--- config.mk ---
export PLATFORM = sky130hd
export DESIGN_NAME = leela_vga_fetch
export DESIGN_NICKNAME = d
export VERILOG_FILES = /design/src/rtl/leela_vga_pkg.sv /design/src/rtl/leela_vga_fifo.sv /design/src/rtl/leela_vga_fetch.sv
export SDC_FILE = /design/constraint.sdc
export NUM_CORES = 1
export LEC_CHECK = 0
export ABC_AREA = 1
export ABC_CLOCK_PERIOD_IN_PS = 4200
export CAP_MARGIN = 30
export CORE_ASPECT_RATIO = 0.6
export CORE_MARGIN = 5
export CORE_UTILIZATION = 35
export DETAILED_ROUTE_END_ITERATION = 16
export PLACE_DENSITY = 0.61
export SYNTH_ARGS = -nofsm -noshare
export SYNTH_HDL_FRONTEND = slang
export SYNTH_SLANG_ARGS = --single-unit
export TNS_END_PERCENT = 30
--- constraint.sdc ---
create_clock -name clk -period 4.2 [get_ports clk]
set_input_delay 0.63 -clock clk [delete_from_list [all_inputs] [get_ports clk]]
set_output_delay 0.63 -clock clk [all_outputs]
set_load 0.03 [all_outputs]
--- src/rtl/leela_vga_pkg.sv ---
// Shared types and Wishbone constants for the leela VGA frame-buffer fetch path.
package leela_vga_pkg;

    typedef enum logic [1:0] {
        IDLE       = 2'd0,
        WAIT_SPACE = 2'd1,
        BURST      = 2'd2,
        DONE       = 2'd3
    } state_t;

    localparam logic [2:0] CTI_CLASSIC = 3'b000;
    localparam logic [2:0] CTI_INCR    = 3'b010;
    localparam logic [2:0] CTI_EOB     = 3'b111;

    localparam logic [1:0] BTE_LINEAR  = 2'b00;

endpackage

--- src/rtl/leela_vga_fifo.sv ---
// Show-ahead synchronous FIFO: the head word is presented whenever not empty.
// Flush wins over push and pop in the same cycle.
module leela_vga_fifo #(
    parameter int unsigned DEPTH = 32,
    parameter int unsigned W     = 32
) (
    input  logic                       clk,
    input  logic                       rst_n,
    input  logic                       flush,
    input  logic                       push,
    input  logic [W-1:0]               push_dat,
    input  logic                       pop,
    output logic [W-1:0]               pop_dat,
    output logic [$clog2(DEPTH):0]     count,
    output logic                       empty
);

    localparam int AW = $clog2(DEPTH);
    localparam int CW = AW + 1;

    logic [W-1:0]  mem [DEPTH];
    logic [AW-1:0] wr_ptr;
    logic [AW-1:0] rd_ptr;
    logic          wr_en;
    logic          rd_en;

    assign empty   = (count == '0);
    assign rd_en   = pop && !empty && !flush;
    assign wr_en   = push && !flush && ((count != CW'(DEPTH)) || rd_en);
    assign pop_dat = empty ? '0 : mem[rd_ptr];

    // Storage array; contents need no reset because count gates visibility.
    always_ff @(posedge clk) begin
        if (wr_en) begin
            mem[wr_ptr] <= push_dat;
        end
    end

    // Pointers and occupancy; simultaneous push and pop leave count unchanged.
    always_ff @(posedge clk or negedge rst_n) begin
        if (!rst_n) begin
            wr_ptr <= '0;
            rd_ptr <= '0;
            count  <= '0;
        end else if (flush) begin
            wr_ptr <= '0;
            rd_ptr <= '0;
            count  <= '0;
        end else begin
            if (wr_en) begin
                wr_ptr <= wr_ptr + AW'(1);
            end
            if (rd_en) begin
                rd_ptr <= rd_ptr + AW'(1);
            end
            if (wr_en && !rd_en) begin
                count <= count + CW'(1);
            end else if (rd_en && !wr_en) begin
                count <= count - CW'(1);
            end
        end
    end

endmodule

--- src/rtl/leela_vga_fetch.sv ---
// Wishbone burst reader for the leela frame buffer feeding the VGA pixel FIFO.
// Handshakes: a Wishbone beat completes on a cycle with stb high and ack (or
// err) high; a pixel word moves on a cycle with pix_valid_o and pix_rd_i high.
module leela_vga_fetch
    import leela_vga_pkg::*;
#(
    parameter int unsigned BURST_LEN   = 8,
    parameter int unsigned FIFO_DEPTH  = 32,
    parameter int unsigned FRAME_WORDS = 76800
) (
    input  logic        clk,
    input  logic        rst_n,
    input  logic        en_i,
    input  logic [31:0] base_adr_i,
    input  logic        frame_start_i,
    input  logic        pix_rd_i,
    output logic [31:0] pix_dat_o,
    output logic        pix_valid_o,
    output logic        underflow_o,
    output logic        err_o,
    output logic        busy_o,
    output logic [31:0] wbm_adr_o,
    output logic [31:0] wbm_dat_o,
    output logic [3:0]  wbm_sel_o,
    output logic        wbm_we_o,
    output logic        wbm_stb_o,
    output logic        wbm_cyc_o,
    output logic [2:0]  wbm_cti_o,
    output logic [1:0]  wbm_bte_o,
    input  logic [31:0] wbm_dat_i,
    input  logic        wbm_ack_i,
    input  logic        wbm_err_i,
    output state_t      dbg_state_o
);

    localparam int IW = $clog2(FRAME_WORDS + 1);
    localparam int CW = $clog2(FIFO_DEPTH) + 1;
    localparam int BW = $clog2(BURST_LEN + 1);

    state_t          state;
    logic [31:0]     base;
    logic [31:0]     adr;
    logic [IW-1:0]   idx;
    logic [BW-1:0]   left;
    logic            cyc;
    logic            stb;
    logic [2:0]      cti;
    logic            err_q;
    logic            uf_q;

    logic            push;
    logic            pop;
    logic [CW-1:0]   count;
    logic            empty;
    logic [31:0]     rem;
    logic [BW-1:0]   n_first;
    logic [IW-1:0]   idx_skip;
    logic [IW-1:0]   idx_inc;
    logic            space_ok;

    // Words left in the frame decide whether the next burst is shortened.
    assign rem      = FRAME_WORDS - 32'(idx);
    assign n_first  = (rem < BURST_LEN) ? BW'(rem) : BW'(BURST_LEN);
    assign space_ok = (CW'(FIFO_DEPTH) - count) >= CW'(BURST_LEN);
    assign idx_skip = idx + IW'(left);
    assign idx_inc  = idx + IW'(1);

    // A restart discards the data beat and the pop of the same cycle.
    assign push = (state == BURST) && stb && wbm_ack_i && !wbm_err_i && !frame_start_i;
    assign pop  = pix_rd_i && !frame_start_i;

    leela_vga_fifo #(
        .DEPTH (FIFO_DEPTH),
        .W     (32)
    ) u_fifo (
        .clk      (clk),
        .rst_n    (rst_n),
        .flush    (frame_start_i),
        .push     (push),
        .push_dat (wbm_dat_i),
        .pop      (pop),
        .pop_dat  (pix_dat_o),
        .count    (count),
        .empty    (empty)
    );

    // Fetch sequencer: burst scheduling, beat accounting and sticky flags.
    always_ff @(posedge clk or negedge rst_n) begin
        if (!rst_n) begin
            state <= IDLE;
            base  <= '0;
            adr   <= '0;
            idx   <= '0;
            left  <= '0;
            cyc   <= 1'b0;
            stb   <= 1'b0;
            cti   <= CTI_CLASSIC;
            err_q <= 1'b0;
            uf_q  <= 1'b0;
        end else if (frame_start_i) begin
            state <= WAIT_SPACE;
            base  <= base_adr_i;
            idx   <= '0;
            left  <= '0;
            cyc   <= 1'b0;
            stb   <= 1'b0;
            cti   <= CTI_CLASSIC;
            err_q <= 1'b0;
            uf_q  <= 1'b0;
        end else begin
            if (pix_rd_i && empty) begin
                uf_q <= 1'b1;
            end
            case (state)
                IDLE, DONE: begin
                end
                WAIT_SPACE: begin
                    if (en_i && space_ok) begin
                        cyc   <= 1'b1;
                        stb   <= 1'b1;
                        adr   <= base + (32'(idx) << 2);
                        left  <= n_first;
                        cti   <= (n_first == BW'(1)) ? CTI_EOB : CTI_INCR;
                        state <= BURST;
                    end
                end
                BURST: begin
                    if (stb && wbm_err_i) begin
                        // Abort: skip the rest of this burst's words.
                        cyc   <= 1'b0;
                        stb   <= 1'b0;
                        cti   <= CTI_CLASSIC;
                        err_q <= 1'b1;
                        idx   <= idx_skip;
                        state <= (idx_skip == IW'(FRAME_WORDS)) ? DONE : WAIT_SPACE;
                    end else if (stb && wbm_ack_i) begin
                        idx  <= idx_inc;
                        adr  <= adr + 32'd4;
                        left <= left - BW'(1);
                        if (left == BW'(1)) begin
                            cyc   <= 1'b0;
                            stb   <= 1'b0;
                            cti   <= CTI_CLASSIC;
                            state <= (idx_inc == IW'(FRAME_WORDS)) ? DONE : WAIT_SPACE;
                        end else begin
                            cti <= (left == BW'(2)) ? CTI_EOB : CTI_INCR;
                        end
                    end
                end
                default: state <= IDLE;
            endcase
        end
    end

    assign pix_valid_o = !empty;
    assign underflow_o = uf_q;
    assign err_o       = err_q;
    assign busy_o      = (state == WAIT_SPACE) || (state == BURST);
    assign wbm_adr_o   = adr;
    assign wbm_dat_o   = 32'h0;
    assign wbm_sel_o   = 4'hF;
    assign wbm_we_o    = 1'b0;
    assign wbm_stb_o   = stb;
    assign wbm_cyc_o   = cyc;
    assign wbm_cti_o   = cti;
    assign wbm_bte_o   = BTE_LINEAR;
    assign dbg_state_o = state;

endmodule
==> results.py <==
metrics = {
    "grt": {
        "grt_pass1_wl_um": 225000,
        "grt.overflow.total": 0,
        "grt_pass1_vias": 32100,
        "grtUsageMet3_pct": 5.34,
        "use_met1_pct": 32.2,
        "met2_usage_pct": 28.6,
        "antenna_found_initial": 8,
        "grt_max_degree": 105,
        "grtUsageTotal_pct": 20.7,
        "busiest_layer": "met1",
    },
    "timing": {
        "whs_ns": 0.0477,
        "finalCritPeriodShare_pct": 96.4,
        "rsz0062_at_grt": "false",
        "slew_headroom_pct": 29.5,
        "final_hold_viol_count": 0,
        "fin_setup_tns_ns": 0,
        "finalMaxSlewViolations": 0,
        "worst_slew_pin_slew_ns": 1.05,
        "min_period_ns": 4.05,
        "skew_ns": 0.0567,
        "setup_viol": 0,
        "max_freq_mhz": 247,
    },
    "critical_path": {
        "cpMostUsedCell": "buf_4",
        "cp.required_ns": 3.57,
        "crit_path_start_kind": "flip-flop",
        "crit_fanout": 31,
        "crit_cells": 8,
        "path_buf_inv": 3,
        "crit_path_top_delay_cell": "dfrtp_4",
        "cp.arrival_ns": 3.42,
        "r2r_cells": 15,
        "max_stage_delay_ns": 0.73,
        "path_cells": "buf_4 > buf_4 > o21ai_0 > o221ai_1 > nand4_1 > nand3_1 > and3_1 > buf_4",
        "worstSetupEndpointType": "output pin",
        "crit_type": "flip-flop to output pin",
        "cp_top_family": "buffers and inverters",
    },
    "synthesis": {
        "synth_async_sr_flop_share_pct": 9.54,
        "ys.flop_type": "edfxtp_1",
        "yosysWarnings": 0,
        "syn-mean-instance-area_um2": 11.4,
        "ys_ff_latch": 1132,
        "syn-instance-count": 4252,
        "synth_seq_area_share_pct": 69.1,
        "synth_edf_count": 1024,
        "synth_cell_types": 54,
        "syn_area_um2": 48400,
    },
    "power_and_ir_drop": {
        "peakVddDrop_mv": 0.372,
        "leakagePower_nw": 19.8,
        "power_density_nw_per_um2": 534,
    },
    "run": {
        "drv_cap": 0,
    },
    "floorplanning": {
        "core.rowCount": 105,
        "die_x_um": 490,
        "fp.dieH_um": 298,
        "initial_core_util_pct": 35.3,
        "io_pins": 185,
        "dieArea_um2": 146000,
        "core_area_um2": 137000,
    },
    "clocking": {
        "numCtsBuffers": 103,
        "cts_max_level": 3,
        "numClockSinks": 1132,
        "root_buffer": "clkbuf_16",
        "clk_latency_ns": 0.74,
        "clockBufferDepth": 3,
        "ctsHoldBuffers": 0,
        "cts_tree": "yes",
        "clkTransAtPathRegs_ns": 0.07,
    },
    "detailed_routing": {
        "viasPerCell": 5.47,
        "drtIter0Drc": 4649,
        "wl_per_cell_um": 24.7,
        "ant_nets": 0,
        "finalWirelength_um": 157000,
        "dr.pass1.iters": 6,
        "drc": 0,
        "num_vias": 34700,
    },
    "finish": {
        "regArea_um2": 33500,
        "fillCellCount": 12800,
        "mostFrequentLayoutCells": "1024 x edfxtp_1, 917 x nand2_1, 419 x nor2_1",
        "drive_above_1_share_pct": 9.27,
        "fin_nets": 4534,
        "layout_commonest_cell": "edfxtp_1",
        "multi_input_area_um2": 13300,
        "area_growth_pct": 16.4,
    },
    "placed_design": {
        "routabilityCongestion": 0.893,
        "place.port_buffers": 145,
        "dp_hpwl_um": 92400,
    },
    "outcome": {
        "outcome": "finished clean",
    },
    "worst_hold_path": {
        "min_path_type": "input pin to async pin",
    },
}
layout make-up:
type                    instances  area share, %
clock buffers                 129           4.82
flip-flops and latches       1132           59.4
multi-input cells            2709           23.5
clock inverters                62          0.933
well taps                    1819           4.04
diodes                          5         0.0222
repair buffers                303           6.05
inverters                     174           1.20
Yosys cell counts (13+ instances only):
master,n,area share (%)
inv_2,13,0.10
o2111ai_1,15,0.27
o221ai_1,53,0.96
inv_1,160,1.2
buf_4,67,1.0
dfrtp_1,108,5.6
ha_1,37,0.96
a211oi_1,44,0.68
nand4_1,80,1.0
buf_2,96,0.99
a221oi_1,16,0.29
o22ai_1,87,1.1
nor3_1,30,0.31
clkbuf_1,98,0.76
xor2_1,24,0.43
nor2_1,451,3.5
nand3_1,275,2.8
nand2_1,917,7.1
edfxtp_1,1024,64
o21ai_0,341,3.5
a21oi_1,175,1.8
o21ai_1,57,0.59
through the flow:
step	cells	setup slack (ns)	utilization, %	instance area [µm²]	power [mW]
6_report	6333	0.153	41.1	56300	30.1
5_1_grt	6330	0.0269	41.1	56300	31.4
4_1_cts	6319	0.0254	41.0	56100	30.2
3_5_place_dp	6128	0.663	38.6	52900	20.9
3_3_place_gp	6110	0.585	38.3	52500	20.8
2_1_floorplan	4289	-0.0864	-	48500	17.8
kinds of logic (layout without fill, tap and decap cells):
family                     Yosys count  count (layout)  share of synthesized area [%]
buffers and inverters              448             668                           4.31
adders and majority gates           40              40                           1.08
AOI/OAI and AO/OA                  814             814                           9.68
and+or+nand+nor                   1789            1789                           15.3
DFF                               1132            1132                           69.1
other                                2              44                         0.0155
xor gates and xnor gates            27              27                          0.488
path summary, 6_finish.rpt:
path	from	endpoint	slack, ns
max reg2reg	u_fifo.count[1]	u_fifo.count[5]	1.21
min	rst_n	wbm_adr_o[28]	0.05
min in group clk	frame_start_i	left[0]	0.35
max	u_fifo.rd_ptr[1]	pix_dat_o[15]	0.15
min reg2reg	base[10]	base[10]	0.48
max in group asynchronous	rst_n	base[2]	3.30
state kept, by name, indices dropped and copies added (netlist names), 4 cells and up:
register and cells:
u_fifo.rd_ptr 5, base 32, idx 17, u_fifo.wr_ptr 5, left 4, wbm_adr_o 32, u_fifo.count 6, u_fifo.mem 1024
metal layers:
layer	up-vias	wire, µm
met1	17000	70500
li1	15500	-
met4	2	3500
met2	1920	63700
met3	225	18800
met5	-	13
power breakdown:
| group | leakage [nW] | total, mW | switching [mW] | internal (mW) |
|---|---|---|---|---|
| logic | 7.63 | 7.84 | 5.39 | 2.45 |
| clock network | 1.58 | 9.34 | 4.36 | 4.99 |
| registers | 10.6 | 12.9 | 0.378 | 12.5 |
timing repair:
action,4_1_cts,5_1_grt
endpoints found under the setup margin,2,19
setup buffers,0,4
gates resized for setup,3,2
pin swaps,0,0
Power figures use the tool's default switching activity.
